==> config.mk <==
export PLATFORM = sky130hd
export DESIGN_NAME = aud_codec_cfg_seq
export DESIGN_NICKNAME = d
export VERILOG_FILES = /design/src/rtl/aud_codec_cfg_seq.sv
export SDC_FILE = /design/constraint.sdc
export NUM_CORES = 1
export LEC_CHECK = 0
export CAP_MARGIN = 20
export CORE_MARGIN = 2
export CORE_UTILIZATION = 30
export CTS_CLUSTER_SIZE = 24
export DETAILED_ROUTE_END_ITERATION = 7
export GPL_TIMING_DRIVEN = 0
export SLEW_MARGIN = 20
export SYNTH_ARGS = -nofsm -noshare
export SYNTH_HDL_FRONTEND = slang
export SYNTH_SLANG_ARGS = --single-unit
export TNS_END_PERCENT = 100
==> constraint.sdc <==
create_clock -name iCLK_18_4 -period 3.4 [get_ports iCLK_18_4]
set_clock_uncertainty 0.15 [all_clocks]
set_input_delay 0.68 -clock iCLK_18_4 [delete_from_list [all_inputs] [get_ports iCLK_18_4]]
set_output_delay 0.68 -clock iCLK_18_4 [all_outputs]
set_load 0.01 [all_outputs]
==> src/rtl/aud_codec_cfg_seq.sv <==
// Power-up configuration sequencer: writes a fixed register table to the audio
// codec over a 2-wire I2C-style bus, retrying NACKed entries, and flags done/err.
module aud_codec_cfg_seq #(
    parameter int unsigned CLK_DIV    = 46,
    parameter logic [7:0]  SLAVE_ADDR = 8'h34,
    parameter int unsigned TBL_LEN    = 10,
    parameter int unsigned RETRY_MAX  = 3,
    parameter int unsigned GAP_QTR    = 8
) (
    input  logic       iCLK_18_4,
    input  logic       iRST,
    input  logic       iStart,
    input  logic       iSDAT,
    output logic       oSCLK,
    output logic       oSDAT_OE,
    output logic       oBUSY,
    output logic       oDONE,
    output logic       oERR,
    output logic [3:0] oIDX
);

    localparam int unsigned CW = (CLK_DIV > 1) ? $clog2(CLK_DIV) : 1;
    localparam int unsigned GW = (GAP_QTR > 1) ? $clog2(GAP_QTR) : 1;
    localparam int unsigned RW = $clog2(RETRY_MAX + 1);

    typedef enum logic [2:0] {
        S_IDLE, S_START, S_BIT, S_ACK, S_STOP, S_GAP
    } state_e;

    state_e          state_q, state_d;
    logic [CW-1:0]   cnt_q, cnt_d;
    logic [1:0]      q_q, q_d;
    logic [1:0]      byte_q, byte_d;
    logic [2:0]      bit_q, bit_d;
    logic [GW-1:0]   gap_q, gap_d;
    logic [RW-1:0]   retry_q, retry_d;
    logic            nack_q, nack_d;
    logic [3:0]      idx_q, idx_d;
    logic            busy_q, busy_d;
    logic            done_q, done_d;
    logic            err_q, err_d;
    logic            scl_q, scl_d;
    logic            oe_q, oe_d;
    logic            tick_c;
    logic [15:0]     word_c;
    logic [7:0]      tx_byte_c;

    // Register table entry {reg[6:0], data[8:0]}
    function automatic logic [15:0] tbl_word(input logic [3:0] i);
        case (i)
            4'd0:    tbl_word = 16'h1E00;
            4'd1:    tbl_word = 16'h0017;
            4'd2:    tbl_word = 16'h0217;
            4'd3:    tbl_word = 16'h0479;
            4'd4:    tbl_word = 16'h0679;
            4'd5:    tbl_word = 16'h0812;
            4'd6:    tbl_word = 16'h0A06;
            4'd7:    tbl_word = 16'h0C00;
            4'd8:    tbl_word = 16'h0E01;
            4'd9:    tbl_word = 16'h1201;
            default: tbl_word = 16'h0000;
        endcase
    endfunction

    assign tick_c = (state_q != S_IDLE) && (cnt_q == CW'(CLK_DIV - 1));

    // Next-state, counters, status flags and bus levels for the phase being entered
    always_comb begin
        state_d = state_q;
        cnt_d   = cnt_q;
        q_d     = q_q;
        byte_d  = byte_q;
        bit_d   = bit_q;
        gap_d   = gap_q;
        retry_d = retry_q;
        nack_d  = nack_q;
        idx_d   = idx_q;
        busy_d  = busy_q;
        done_d  = done_q;
        err_d   = err_q;
        scl_d   = 1'b1;
        oe_d    = 1'b0;

        if (state_q != S_IDLE) begin
            cnt_d = tick_c ? '0 : cnt_q + CW'(1);
        end

        case (state_q)
            S_IDLE: begin
                if (iStart) begin
                    done_d  = 1'b0;
                    err_d   = 1'b0;
                    idx_d   = 4'd0;
                    retry_d = '0;
                    nack_d  = 1'b0;
                    busy_d  = 1'b1;
                    q_d     = 2'd0;
                    state_d = S_START;
                end
            end
            S_START: begin
                if (tick_c) begin
                    if (q_q == 2'd3) begin
                        state_d = S_BIT;
                        q_d     = 2'd0;
                        byte_d  = 2'd0;
                        bit_d   = 3'd7;
                    end else begin
                        q_d = q_q + 2'd1;
                    end
                end
            end
            S_BIT: begin
                if (tick_c) begin
                    q_d = q_q + 2'd1;
                    if (q_q == 2'd3) begin
                        if (bit_q == 3'd0) begin
                            state_d = S_ACK;
                        end else begin
                            bit_d = bit_q - 3'd1;
                        end
                    end
                end
            end
            S_ACK: begin
                if (tick_c) begin
                    q_d = q_q + 2'd1;
                    if (q_q == 2'd2) begin
                        nack_d = iSDAT;
                    end
                    if (q_q == 2'd3) begin
                        if (nack_q || byte_q == 2'd2) begin
                            state_d = S_STOP;
                        end else begin
                            state_d = S_BIT;
                            byte_d  = byte_q + 2'd1;
                            bit_d   = 3'd7;
                        end
                    end
                end
            end
            S_STOP: begin
                if (tick_c) begin
                    q_d = q_q + 2'd1;
                    if (q_q == 2'd3) begin
                        state_d = S_GAP;
                        gap_d   = '0;
                    end
                end
            end
            S_GAP: begin
                if (tick_c) begin
                    if (gap_q == GW'(GAP_QTR - 1)) begin
                        gap_d = '0;
                        q_d   = 2'd0;
                        if (nack_q && ((32'(retry_q) + 32'd1) < RETRY_MAX)) begin
                            retry_d = retry_q + RW'(1);
                            nack_d  = 1'b0;
                            state_d = S_START;
                        end else if (nack_q) begin
                            err_d   = 1'b1;
                            busy_d  = 1'b0;
                            state_d = S_IDLE;
                        end else if (idx_q == 4'(TBL_LEN - 1)) begin
                            done_d  = 1'b1;
                            busy_d  = 1'b0;
                            state_d = S_IDLE;
                        end else begin
                            idx_d   = idx_q + 4'd1;
                            retry_d = '0;
                            state_d = S_START;
                        end
                    end else begin
                        gap_d = gap_q + GW'(1);
                    end
                end
            end
            default: state_d = S_IDLE;
        endcase

        word_c = tbl_word(idx_d);
        case (byte_d)
            2'd0:    tx_byte_c = SLAVE_ADDR;
            2'd1:    tx_byte_c = word_c[15:8];
            default: tx_byte_c = word_c[7:0];
        endcase

        case (state_d)
            S_START: begin
                scl_d = (q_d != 2'd3);
                oe_d  = (q_d != 2'd0);
            end
            S_BIT: begin
                scl_d = (q_d == 2'd1) || (q_d == 2'd2);
                oe_d  = ~tx_byte_c[bit_d];
            end
            S_ACK: begin
                scl_d = (q_d == 2'd1) || (q_d == 2'd2);
                oe_d  = 1'b0;
            end
            S_STOP: begin
                scl_d = (q_d != 2'd0);
                oe_d  = (q_d == 2'd0) || (q_d == 2'd1);
            end
            default: begin
                scl_d = 1'b1;
                oe_d  = 1'b0;
            end
        endcase
    end

    // State and output registers with synchronous reset
    always_ff @(posedge iCLK_18_4) begin
        if (iRST) begin
            state_q <= S_IDLE;
            cnt_q   <= '0;
            q_q     <= 2'd0;
            byte_q  <= 2'd0;
            bit_q   <= 3'd7;
            gap_q   <= '0;
            retry_q <= '0;
            nack_q  <= 1'b0;
            idx_q   <= 4'd0;
            busy_q  <= 1'b0;
            done_q  <= 1'b0;
            err_q   <= 1'b0;
            scl_q   <= 1'b1;
            oe_q    <= 1'b0;
        end else begin
            state_q <= state_d;
            cnt_q   <= cnt_d;
            q_q     <= q_d;
            byte_q  <= byte_d;
            bit_q   <= bit_d;
            gap_q   <= gap_d;
            retry_q <= retry_d;
            nack_q  <= nack_d;
            idx_q   <= idx_d;
            busy_q  <= busy_d;
            done_q  <= done_d;
            err_q   <= err_d;
            scl_q   <= scl_d;
            oe_q    <= oe_d;
        end
    end

    assign oSCLK    = scl_q;
    assign oSDAT_OE = oe_q;
    assign oBUSY    = busy_q;
    assign oDONE    = done_q;
    assign oERR     = err_q;
    assign oIDX     = idx_q;

endmodule

==> out/results.md, run 1 <==
• result of the run: completed
• required time at the worst-slack endpoint: 3.43 ns
• number of antenna repair diodes: 0
• I/O Pins: 13
• clock period minus final worst setup slack: 3.270 ns
• worst path bufs/invs: 2
• instance area after placement: 2629 sq um
• fraction of post-synthesis cell area in the top cell type by area: 0.2606
• area of the core region: 7727 sq um
• Worst Path Arrival: 3.30 ns
• horizontal die dimension: 93.09 um
• post-synthesis register bit count: 31
• via count: 2275
• Chip Height: 93.09 um
• delay of the slowest critical-path stage: 0.44 ns
• final worst-path cycle share: 0.9616
• count of flip-flops with a built-in enable after synthesis: 0
• leakage dissipation: 1.087 nW
• library cell with the highest instance count after synthesis: nor2_1
• total grt overflow: 0
• hold buffer count at cts: 0
• die area: 8666 sq um
• Post-Route Utilization: 0.3658
• start point of the worst hold path: gap_q[1]$_SDFFE_PP0P_
• half-perimeter wire length after placement: 4485 um
• final wirelength: 6145 um
• share of post-route cells with drive strength above 1: 0.1543
• ranking of synthesized cells by area: dfxtp_1, ha_1, nor2_1
• Post-Place Worst Slack: -0.3434 ns
• Synth area leader: dfxtp_1
• CTS Root Buffer Type: clkbuf_8
• Cell Rows: 32
• CTS tree: built
• Critical Path Source Type: flip-flop
• Peak supply drop: 0.00009784 V
• ranking of synthesized cells by instance count: nor2_1, dfxtp_1, nand2_1, a21oi_1, ha_1
• peak fanout along the critical path: 10
• clock transition at the registers of the reported paths: 0.07 ns
• power density over cell area: 265.4 nW/um^2
• Peak Freq: 305.8 MHz
• post-layout power: 750.1 uW
• final hold violation count: 0
• total count of max-transition violations in the final report: 0
• Hold/Removal Path Class: flip-flop to flip-flop
• syn_area_per_cell: 7.884 sq um
• cell count after synthesis: 302
• post-route worst setup slack: 0.1304 ns
• Skew-Pair Late Insertion Delay: 0.29 ns
• nets: 347
• cell family with most CP delay: simple AND/OR/NAND/NOR gates
• count of endpoints failing setup in the final report: 0
• total number of yosys warnings: 0
• most instantiated flip-flop cell in the synthesis netlist: dfxtp_1
• clk sinks: 31
• CTS buffer count: 5
• fraction of registers with async set/reset: 0
• Slowest cell on crit path: or3b_4
• Area growth, synth to finish: 18.71%
• FF-to-FF Start: state_q[2]$_SDFF_PP0_
• count of maximum capacitance violations: 0
• classification of the worst setup path: flip-flop to flip-flop
• startpoint of the most critical setup path: state_q[2]$_SDFF_PP0_
• crit-path cells: clkbuf_4, and3b_2, nand4_4, or3b_4, mux2_4, inv_1, ha_1, or3b_1, a211o_1, o211ai_1, nand4_1, o311a_1
• Detail Route Antenna Nets: 0
• wire length of the first global-routing pass: 10250 um
• largest net degree at the start of global routing: 11
• number of nets produced by synthesis: 325
• # H-tree levels: 2
• final routed wire length divided by cell count: 14.42 um
• setup TNS: 0 ns
• transition time at the pin with the least slew margin: 0.7196 ns
• maximum clock path buffer count: 2
• violation count after the first detailed-route iteration: 138
• sequential cell area fraction in the yosys report: 0.2606
• Non-Filler Cell Area, Final: 2826 sq um
• netlist area before placement: 2381 sq um
• average via count per standard cell: 5.340
• routability-driven placement congestion ratio: 0.8367
• number of antenna violations at the first check in global routing: 0
• number of iterations in the first detailed-routing pass: 4
• GRT Overall Usage: 0.1461
• number of I/O port buffers: 12
• remaining design rule violation count: 0
• Cell variety after synth: 71
• worst slew slack as a fraction of its limit: 0.5158
• endpoint type of the worst setup path: flip-flop
• starting density of the core: 0.3081
• number of global-route vias before repair: 2120
## path summary, 6_finish.rpt
check	end	slack (ns)	depth (start not counted)
hold reg to reg	gap_q[1]$_SDFFE_PP0P_	0.32	2
hold / removal	gap_q[1]$_SDFFE_PP0P_	0.32	2
setup reg to reg	oSDAT_OE$_SDFF_PP0_	0.13	12
setup / recovery	oSDAT_OE$_SDFF_PP0_	0.13	12
## metrics by stage
step	hold slack, ns	std cells
after floorplan	0.2856	302
after global placement	0.2992	416
after detailed placement	0.3000	416
after CTS	0.3168	423
after global routing	0.3368	426
final	0.3185	426
## repair_timing
item	CTS	global route
gates cloned	0	0
setup buffers	0	3
setup endpoints to repair	1	1
gates resized for setup	2	23
pin swaps	0	5
## worst reg2reg max path, cell delays in order, from the launching register on
cell,delay (ns)
dfxtp_1,0.31
clkbuf_4,0.18
and3b_2,0.26
nand4_4,0.17
or3b_4,0.44
mux2_4,0.38
inv_1,0.10
ha_1,0.15
or3b_1,0.35
a211o_1,0.31
o211ai_1,0.12
nand4_1,0.11
o311a_1,0.14
## report_power, final
part	leakage [nW]	internal [mW]	total [mW]	switching, mW
sequential	0.252	0.368	0.374	0.00584
combinational	0.788	0.0258	0.0704	0.0445
clock	0.0470	0.159	0.306	0.147
## logic make-up after synthesis
group                      share of synthesized area
and+or+nand+nor                               0.3132
AOI/OAI and AO/OA                             0.2081
buffers and inverters                        0.05886
DFF                                           0.2606
adders and majority gates                    0.09984
muxes                                        0.04099
xor gates and xnor gates                     0.01839
## routing by layer
metal	track usage	wire length, um	vias up
met2	0.2234	2775	45
li1	-	-	1148
met3	0.02498	224	10
met4	0.05515	99	0
met5	0	0	-
met1	0.2052	3045	1072
## layout make-up
type                    instances  area [sq um]
repair buffers                 15         145.1
fillers                       815          4901
flip-flops and latches         31         623.1
well taps                     102         127.6
clock buffers                   6         82.58
clock inverters                 1         5.005
multi-input cells             239          1695
inverters                      17         63.81
plain buffers                  15         83.83
## sequential cells by signal (all words and copies together) (netlist names), 2 cells and up
register,cells
oIDX,4
bit_q,3
retry_q,2
cnt_q,6
gap_q,3
state_q,3
q_q,2
byte_q,2
## layout by cell type, fill, tap and decap left out, drive strengths merged, types with 4 or more instances in the layout
cell / instances
inv: 17
nor2b: 5
nand3: 10
a31oi: 4
nor2: 41
xor2: 4
o211ai: 5
nand4b: 4
ha: 19
a21oi: 21
clkdlybuf4s50: 11
buf: 9
nand3b: 4
nor4: 6
dfxtp: 31
nand4: 6
nand2: 24
mux2i: 4
nor3: 14
o21ai: 11
clkbuf: 15
Note: power is estimated with default switching activity, not from simulation.
==> run 2: changes to the inputs <==
--- a/config.mk
+++ b/config.mk
@@ -5,6 +5,7 @@
 export SDC_FILE = /design/constraint.sdc
 export NUM_CORES = 1
 export LEC_CHECK = 0
+export ABC_AREA = 1
 export CAP_MARGIN = 20
 export CORE_MARGIN = 2
 export CORE_UTILIZATION = 30
==> constraint.sdc (replaced) <==
create_clock -name iCLK_18_4 -period 3.6 [get_ports iCLK_18_4]
set_clock_uncertainty 0.15 [all_clocks]
set_input_delay 0.72 -clock iCLK_18_4 [delete_from_list [all_inputs] [get_ports iCLK_18_4]]
set_output_delay 0.72 -clock iCLK_18_4 [all_outputs]
set_load 0.01 [all_outputs]
==> run 2 against run 1 <==
Compared with the run above: clock power fell by 13%; critical path depth up 6; synthesized cell count rose by 26%; critical endpoint unchanged; largest cell class unchanged.
==> out/results.md, run 2 <==
• number of antenna repair diodes: 0
• Post-Route Utilization: 0.3543
• die area: 8896 sq um
• critical register-to-register path endpoint: oSDAT_OE$_SDFF_PP0_
• number of gates resized after cts: 0
• number of global-route vias before repair: 2315
• largest reg by FF count: cnt_q
• classification of the worst setup path: primary input to flip-flop
• worst slew slack as a fraction of its limit: 0.5812
• result of the run: completed
• Peak supply drop: 0.0001130 V
• post-CTS setup buffers: 0
• CTS Root Buffer Type: clkbuf_8
• number of nets produced by synthesis: 403
• Detail Route Antenna Nets: 0
• combinational family with the most area after synthesis: simple AND/OR/NAND/NOR gates
• Compound-Gate Fraction of Synth Area: 0.1232
• count of endpoints failing setup in the final report: 0
• met2 demand-to-capacity share in global routing: 0.2482
• most instantiated flip-flop cell in the synthesis netlist: dfxtp_1
• remaining design rule violation count: 0
• area of the core region: 7807 sq um
• transition time at the pin with the least slew margin: 0.6225 ns
• final hold violation count: 0
• count of maximum capacitance violations: 0
• most frequent cells in the layout: nand2_1, nor2_1, inv_1
• post-route worst setup slack: 0.5660 ns
• required time at the worst-slack endpoint: 3.65 ns
• setup TNS: 0 ns
• leakage dissipation: 1.279 nW
• Worst Path Arrival: 3.09 ns
• clock period minus final worst setup slack: 3.034 ns
• Skew-Pair Late Insertion Delay: 0.28 ns
• fraction of post-synthesis cell area in the top cell type by area: 0.2536
• Peak Freq: 329.6 MHz
• nets: 421
• total number of yosys warnings: 0
• maximum clock path buffer count: 2
• GRT Overall Usage: 0.1484
• met3 routing resource usage after global routing: 0.02648
• peak fanout along the critical path: 6
• number of antenna violations at the first check in global routing: 0
• average via count per standard cell: 4.778
• syn_area_per_cell: 6.440 sq um
• post-synthesis register bit count: 31
• horizontal die dimension: 94.32 um
• met1 routing resource usage after global routing: 0.2024
• start point of the worst hold path: oERR$_SDFFE_PP0P_
• hold buffer count at cts: 0
• Chip Height: 94.32 um
• worst hold stages: 1
• Critical Path Source Type: primary input
• Synth area leader: dfxtp_1
• Hold/Removal Path Class: flip-flop to flip-flop
• cell count after synthesis: 380
• FF-to-FF Start: state_q[1]$_SDFF_PP0_
• sequential cell area fraction in the yosys report: 0.2536
• ranking of synthesized cells by area: dfxtp_1, nand2_1, ha_1
• hold worst-path end: oERR$_SDFFE_PP0P_
• final routed wire length divided by cell count: 12.17 um
• routability-driven placement congestion ratio: 0.8550
• fraction of registers with async set/reset: 0
• # H-tree levels: 2
• Area growth, synth to finish: 13.04%
• xor and xnor area share after synthesis: 0.003579
• I/O Pins: 13
• via count: 2394
• netlist area before placement: 2447 sq um
• power density over cell area: 261.3 nW/um^2
• final worst-path cycle share: 0.8428
• CTS tree: built
• clk sinks: 31
• library cell with the highest instance count after synthesis: nand2_1
• most used routing layer: met2
• Post-Place Worst Slack: 0.2969 ns
• violation count after the first detailed-route iteration: 138
• Cell variety after synth: 40
• fraction of the mapped netlist area in simple logic gates: 0.4100
• number of I/O port buffers: 11
• largest net degree at the start of global routing: 11
• half-perimeter wire length after placement: 4662 um
• starting density of the core: 0.3135
• clock transition at the registers of the reported paths: 0.07 ns
• total count of max-transition violations in the final report: 0
• minimum setup slack among reg-to-reg paths: 0.67 ns
• most frequent standard cell in the layout excluding fill and tap cells: nand2_1
• ranking of synthesized cells by instance count: nand2_1, nor2_1, inv_1, nand3_1, dfxtp_1
• post-synthesis mux area share: 0
• wire length of the first global-routing pass: 10770 um
• share of post-route cells with drive strength above 1: 0.1003
• Cell Rows: 32
• total grt overflow: 0
• CTS buffer count: 5
• Largest register FFs: 6
• count of flip-flops with a built-in enable after synthesis: 0
• final wirelength: 6095 um
• worst reg2reg path depth: 18
• number of iterations in the first detailed-routing pass: 5
• endpoint type of the worst setup path: flip-flop
• RSZ-0062 raised after global routing: false
• post-synthesis adder-cell area fraction: 0.09714
-- run 2: cell type report --
| cell class | count | area [sq um] |
|---|---|---|
| buffer | 6 | 38.79 |
| clock buffer | 7 | 76.32 |
| clock inverter | 1 | 5.005 |
| fill | 845 | 5041 |
| inverter | 63 | 236.5 |
| multi-input combinational | 280 | 1551 |
| sequential | 31 | 620.6 |
| tap | 102 | 127.6 |
| timing repair buffer | 11 | 110.1 |
-- run 2: through the flow --
step	hold WS [ns]	instances	area (sq um)	power, mW
after CTS	0.3461	501	2766	0.7339
after global placement	0.3192	493	2685	0.4642
after detailed placement	0.3293	493	2685	0.4647
final	0.3378	501	2766	0.7228
after floorplan	0.3063	380	2447	0.4355
after global routing	0.3724	501	2766	0.7622
-- run 2: report_power, final --
| part | leakage [nW] | switching, mW | internal [mW] |
|---|---|---|---|
| Combinational | 0.986 | 0.0649 | 0.0354 |
| Clock | 0.0422 | 0.130 | 0.136 |
| Sequential | 0.251 | 0.00578 | 0.351 |
| Total | 1.28 | 0.200 | 0.522 |
-- run 2: cell families (layout without fill, tap and decap cells) --
family / Yosys count / count (layout)
AND/OR/NAND/NOR: 210 / 210
buffers and inverters: 69 / 88
AO/OA/AOI/OAI: 50 / 50
flip-flops: 31 / 31
adder cells (fa/ha/maj): 19 / 19
XOR/XNOR: 1 / 1
-- run 2: metal layers --
layer  wire (um)  part of all wire
met3         278             0.046
met2        2717              0.45
met4          34            0.0056
met1        3064              0.50
met5           0                 0
-- run 2: how the worst max path moves through the flow --
stage	start	to	depth (start not counted)
after detailed placement	iStart	oSDAT_OE$_SDFF_PP0_	20
after floorplan	iStart	oSDAT_OE$_SDFF_PP0_	17
final	iStart	oSDAT_OE$_SDFF_PP0_	18
after CTS	iStart	oSDAT_OE$_SDFF_PP0_	20
after global placement	iStart	oSDAT_OE$_SDFF_PP0_	18
after global routing	iStart	oSDAT_OE$_SDFF_PP0_	20
-- run 2: worst max-delay path, stage by stage --
cell and delay (ns):
clkdlybuf4s50_1 0.40, inv_1 0.10, nand3_1 0.15, nand2_1 0.17
inv_1 0.10, nand3_1 0.09, nand2_1 0.16, ha_1 0.38
nand3b_1 0.18, nand3_1 0.09, nand2_1 0.05, nand2_1 0.05
inv_1 0.03, nand2_1 0.06, nand2_1 0.06, nand3_2 0.07
nand3_1 0.08, a21oi_1 0.14
==> run 3: changes to the inputs <==
==> constraint.sdc (replaced) <==
create_clock -name iCLK_18_4 -period 3.1 [get_ports iCLK_18_4]
set_clock_uncertainty 0.15 [all_clocks]
set_input_delay 0.62 -clock iCLK_18_4 [delete_from_list [all_inputs] [get_ports iCLK_18_4]]
set_output_delay 0.62 -clock iCLK_18_4 [all_outputs]
set_load 0.01 [all_outputs]
==> run 3 against run 2 <==
Compared with the run above: sequential share of layout area shrank 0.066 points; utilization is 0.18 points higher; die area did not move; non-clock buffer count did not move; combinational power rose by 17%; via count grew 0.38%; final cell count unchanged; final area up 0.50%; flip-flop and latch count unchanged; total power is 16% higher; wire length decreased by 0.13%; critical path type unchanged; largest cell class unchanged; largest power group unchanged.
==> out/results.md, run 3 (same netlist as run 2, synthesis figures left out) <==
• post-CTS setup buffers: 0
• clock transition at the registers of the reported paths: 0.07 ns
• nets: 421
• number of I/O port buffers: 11
• leakage dissipation: 1.296 nW
• maximum clock path buffer count: 2
• Chip Height: 94.32 um
• Detail Route Antenna Nets: 0
• via count: 2403
• proportion of power drawn by the clock network: 0.368
• largest reg by FF count: cnt_q
• number of iterations in the first detailed-routing pass: 4
• setup TNS: 0 ns
• CTS Root Buffer Type: clkbuf_8
• Largest register FFs: 6
• horizontal die dimension: 94.32 um
• total count of max-transition violations in the final report: 0
• hold buffer count at cts: 0
• peak fanout along the critical path: 6
• switching part of the total: 0.2788
• most frequent standard cell in the layout excluding fill and tap cells: nand2_1
• die area: 8896 sq um
• required time at the worst-slack endpoint: 3.15 ns
• portion of total power attributed to sequential cells: 0.493
• result of the run: completed
• starting density of the core: 0.3135
• worst slew slack as a fraction of its limit: 0.6070
• wire length of the first global-routing pass: 10770 um
• routability-driven placement congestion ratio: 0.8550
• total grt overflow: 0
• Hold/Removal Path Class: flip-flop to flip-flop
• number of antenna violations at the first check in global routing: 0
• transition time at the pin with the least slew margin: 0.5841 ns
• Fillers: 840
• classification of the worst setup path: primary input to flip-flop
• number of antenna repair diodes: 0
• Cell Rows: 32
• Post-Route Utilization: 0.3561
• clock period minus final worst setup slack: 2.872 ns
• final routed wire length divided by cell count: 12.15 um
• area of the core region: 7807 sq um
• largest net degree at the start of global routing: 11
• smallest hold slack: 0.3380 ns
• Critical Path Source Type: primary input
• share of post-route cells with drive strength above 1: 0.1078
• number of gates resized after cts: 0
• power density over cell area: 302.5 nW/um^2
• post-layout power: 841.1 uW
• CTS tree: built
• violation count after the first detailed-route iteration: 142
• Area growth, synth to finish: 13.60%
• clk sinks: 31
• endpoint type of the worst setup path: flip-flop
• remaining design rule violation count: 0
• CTS buffer count: 5
• final worst-path cycle share: 0.9264
• final hold violation count: 0
• Post-Place Worst Slack: -0.1031 ns
• half-perimeter wire length after placement: 4662 um
• RSZ-0062 raised after global routing: false
• most frequent cells in the layout: nand2_1, nor2_1, inv_1
• final wirelength: 6087 um
• # H-tree levels: 2
• average via count per standard cell: 4.796
• Skew-Pair Late Insertion Delay: 0.28 ns
• count of endpoints failing setup in the final report: 0
• I/O Pins: 13
• number of global-route vias before repair: 2315
• count of maximum capacitance violations: 0
• GRT Overall Usage: 0.1484
• post-route worst setup slack: 0.2282 ns
• Peak supply drop: 0.0001323 V
• Peak Freq: 348.2 MHz
• Worst Path Arrival: 2.92 ns
• cell-internal power: 606.6 uW
• part of the total power dissipated in combinational logic: 0.139
• Switch Pwr: 234.5 uW
-- run 3: area by class of cell --
cell class	count	area [sq um]	area share
multi-input cells	280	1562	0.5617
repair buffers	11	110.1	0.03960
well taps	102	127.6	0.04590
inverters	63	236.5	0.08506
clock inverters	1	5.005	0.001800
clock buffers	7	76.32	0.02745
flip-flops and latches	31	621.8	0.2237
plain buffers	6	41.29	0.01485
-- run 3: power groups by stage --
stage	clock (mW)	sequential [mW]	combinational, mW
2_1_floorplan	0	0.424	0.0818
3_3_place_gp	0	0.423	0.116
3_5_place_dp	0	0.424	0.116
4_1_cts	0.321	0.414	0.116
5_1_grt	0.338	0.416	0.131
6_report	0.310	0.414	0.117
-- run 3: final timing paths --
| path | from | end | slack [ns] | cells after the start |
|---|---|---|---|---|
| worst max-delay path | iStart | oSDAT_OE$_SDFF_PP0_ | 0.23 | 18 |
| worst min-delay path | oERR$_SDFFE_PP0P_ | oERR$_SDFFE_PP0P_ | 0.34 | 1 |
| worst max register to register | state_q[2]$_SDFF_PP0_ | oSDAT_OE$_SDFF_PP0_ | 0.31 | 18 |
| worst min register to register | oERR$_SDFFE_PP0P_ | oERR$_SDFFE_PP0P_ | 0.34 | 1 |
-- run 3: metrics by stage --
| step | std cells | area (sq um) |
|---|---|---|
| final | 501 | 2780 |
| after global routing | 501 | 2780 |
| after CTS | 501 | 2766 |
| after detailed placement | 493 | 2685 |
| after global placement | 493 | 2685 |
| after floorplan | 380 | 2447 |
-- run 3: worst max-delay path: stages --
cell and delay [ns]:
clkdlybuf4s50_1 0.40, inv_1 0.10, nand3_1 0.16, nand2_1 0.17, inv_1 0.10, nand3_1 0.10
nand2_2 0.11, ha_1 0.36, nand3b_1 0.18, nand3_1 0.09, nand2_1 0.05, nand2_1 0.05
inv_1 0.03, nand2_1 0.06, nand2_1 0.06, nand3_2 0.08, nand3_1 0.08, a21oi_1 0.14
-- run 3: per-layer routing --
| metal | GRT usage | vias up | wire, um |
|---|---|---|---|
| met3 | 0.02648 | 2 | 278 |
| met5 | 0 | - | 0 |
| met2 | 0.2482 | 41 | 2715 |
| li1 | - | 1263 | - |
| met4 | 0.02536 | 0 | 21 |
| met1 | 0.2024 | 1097 | 3072 |
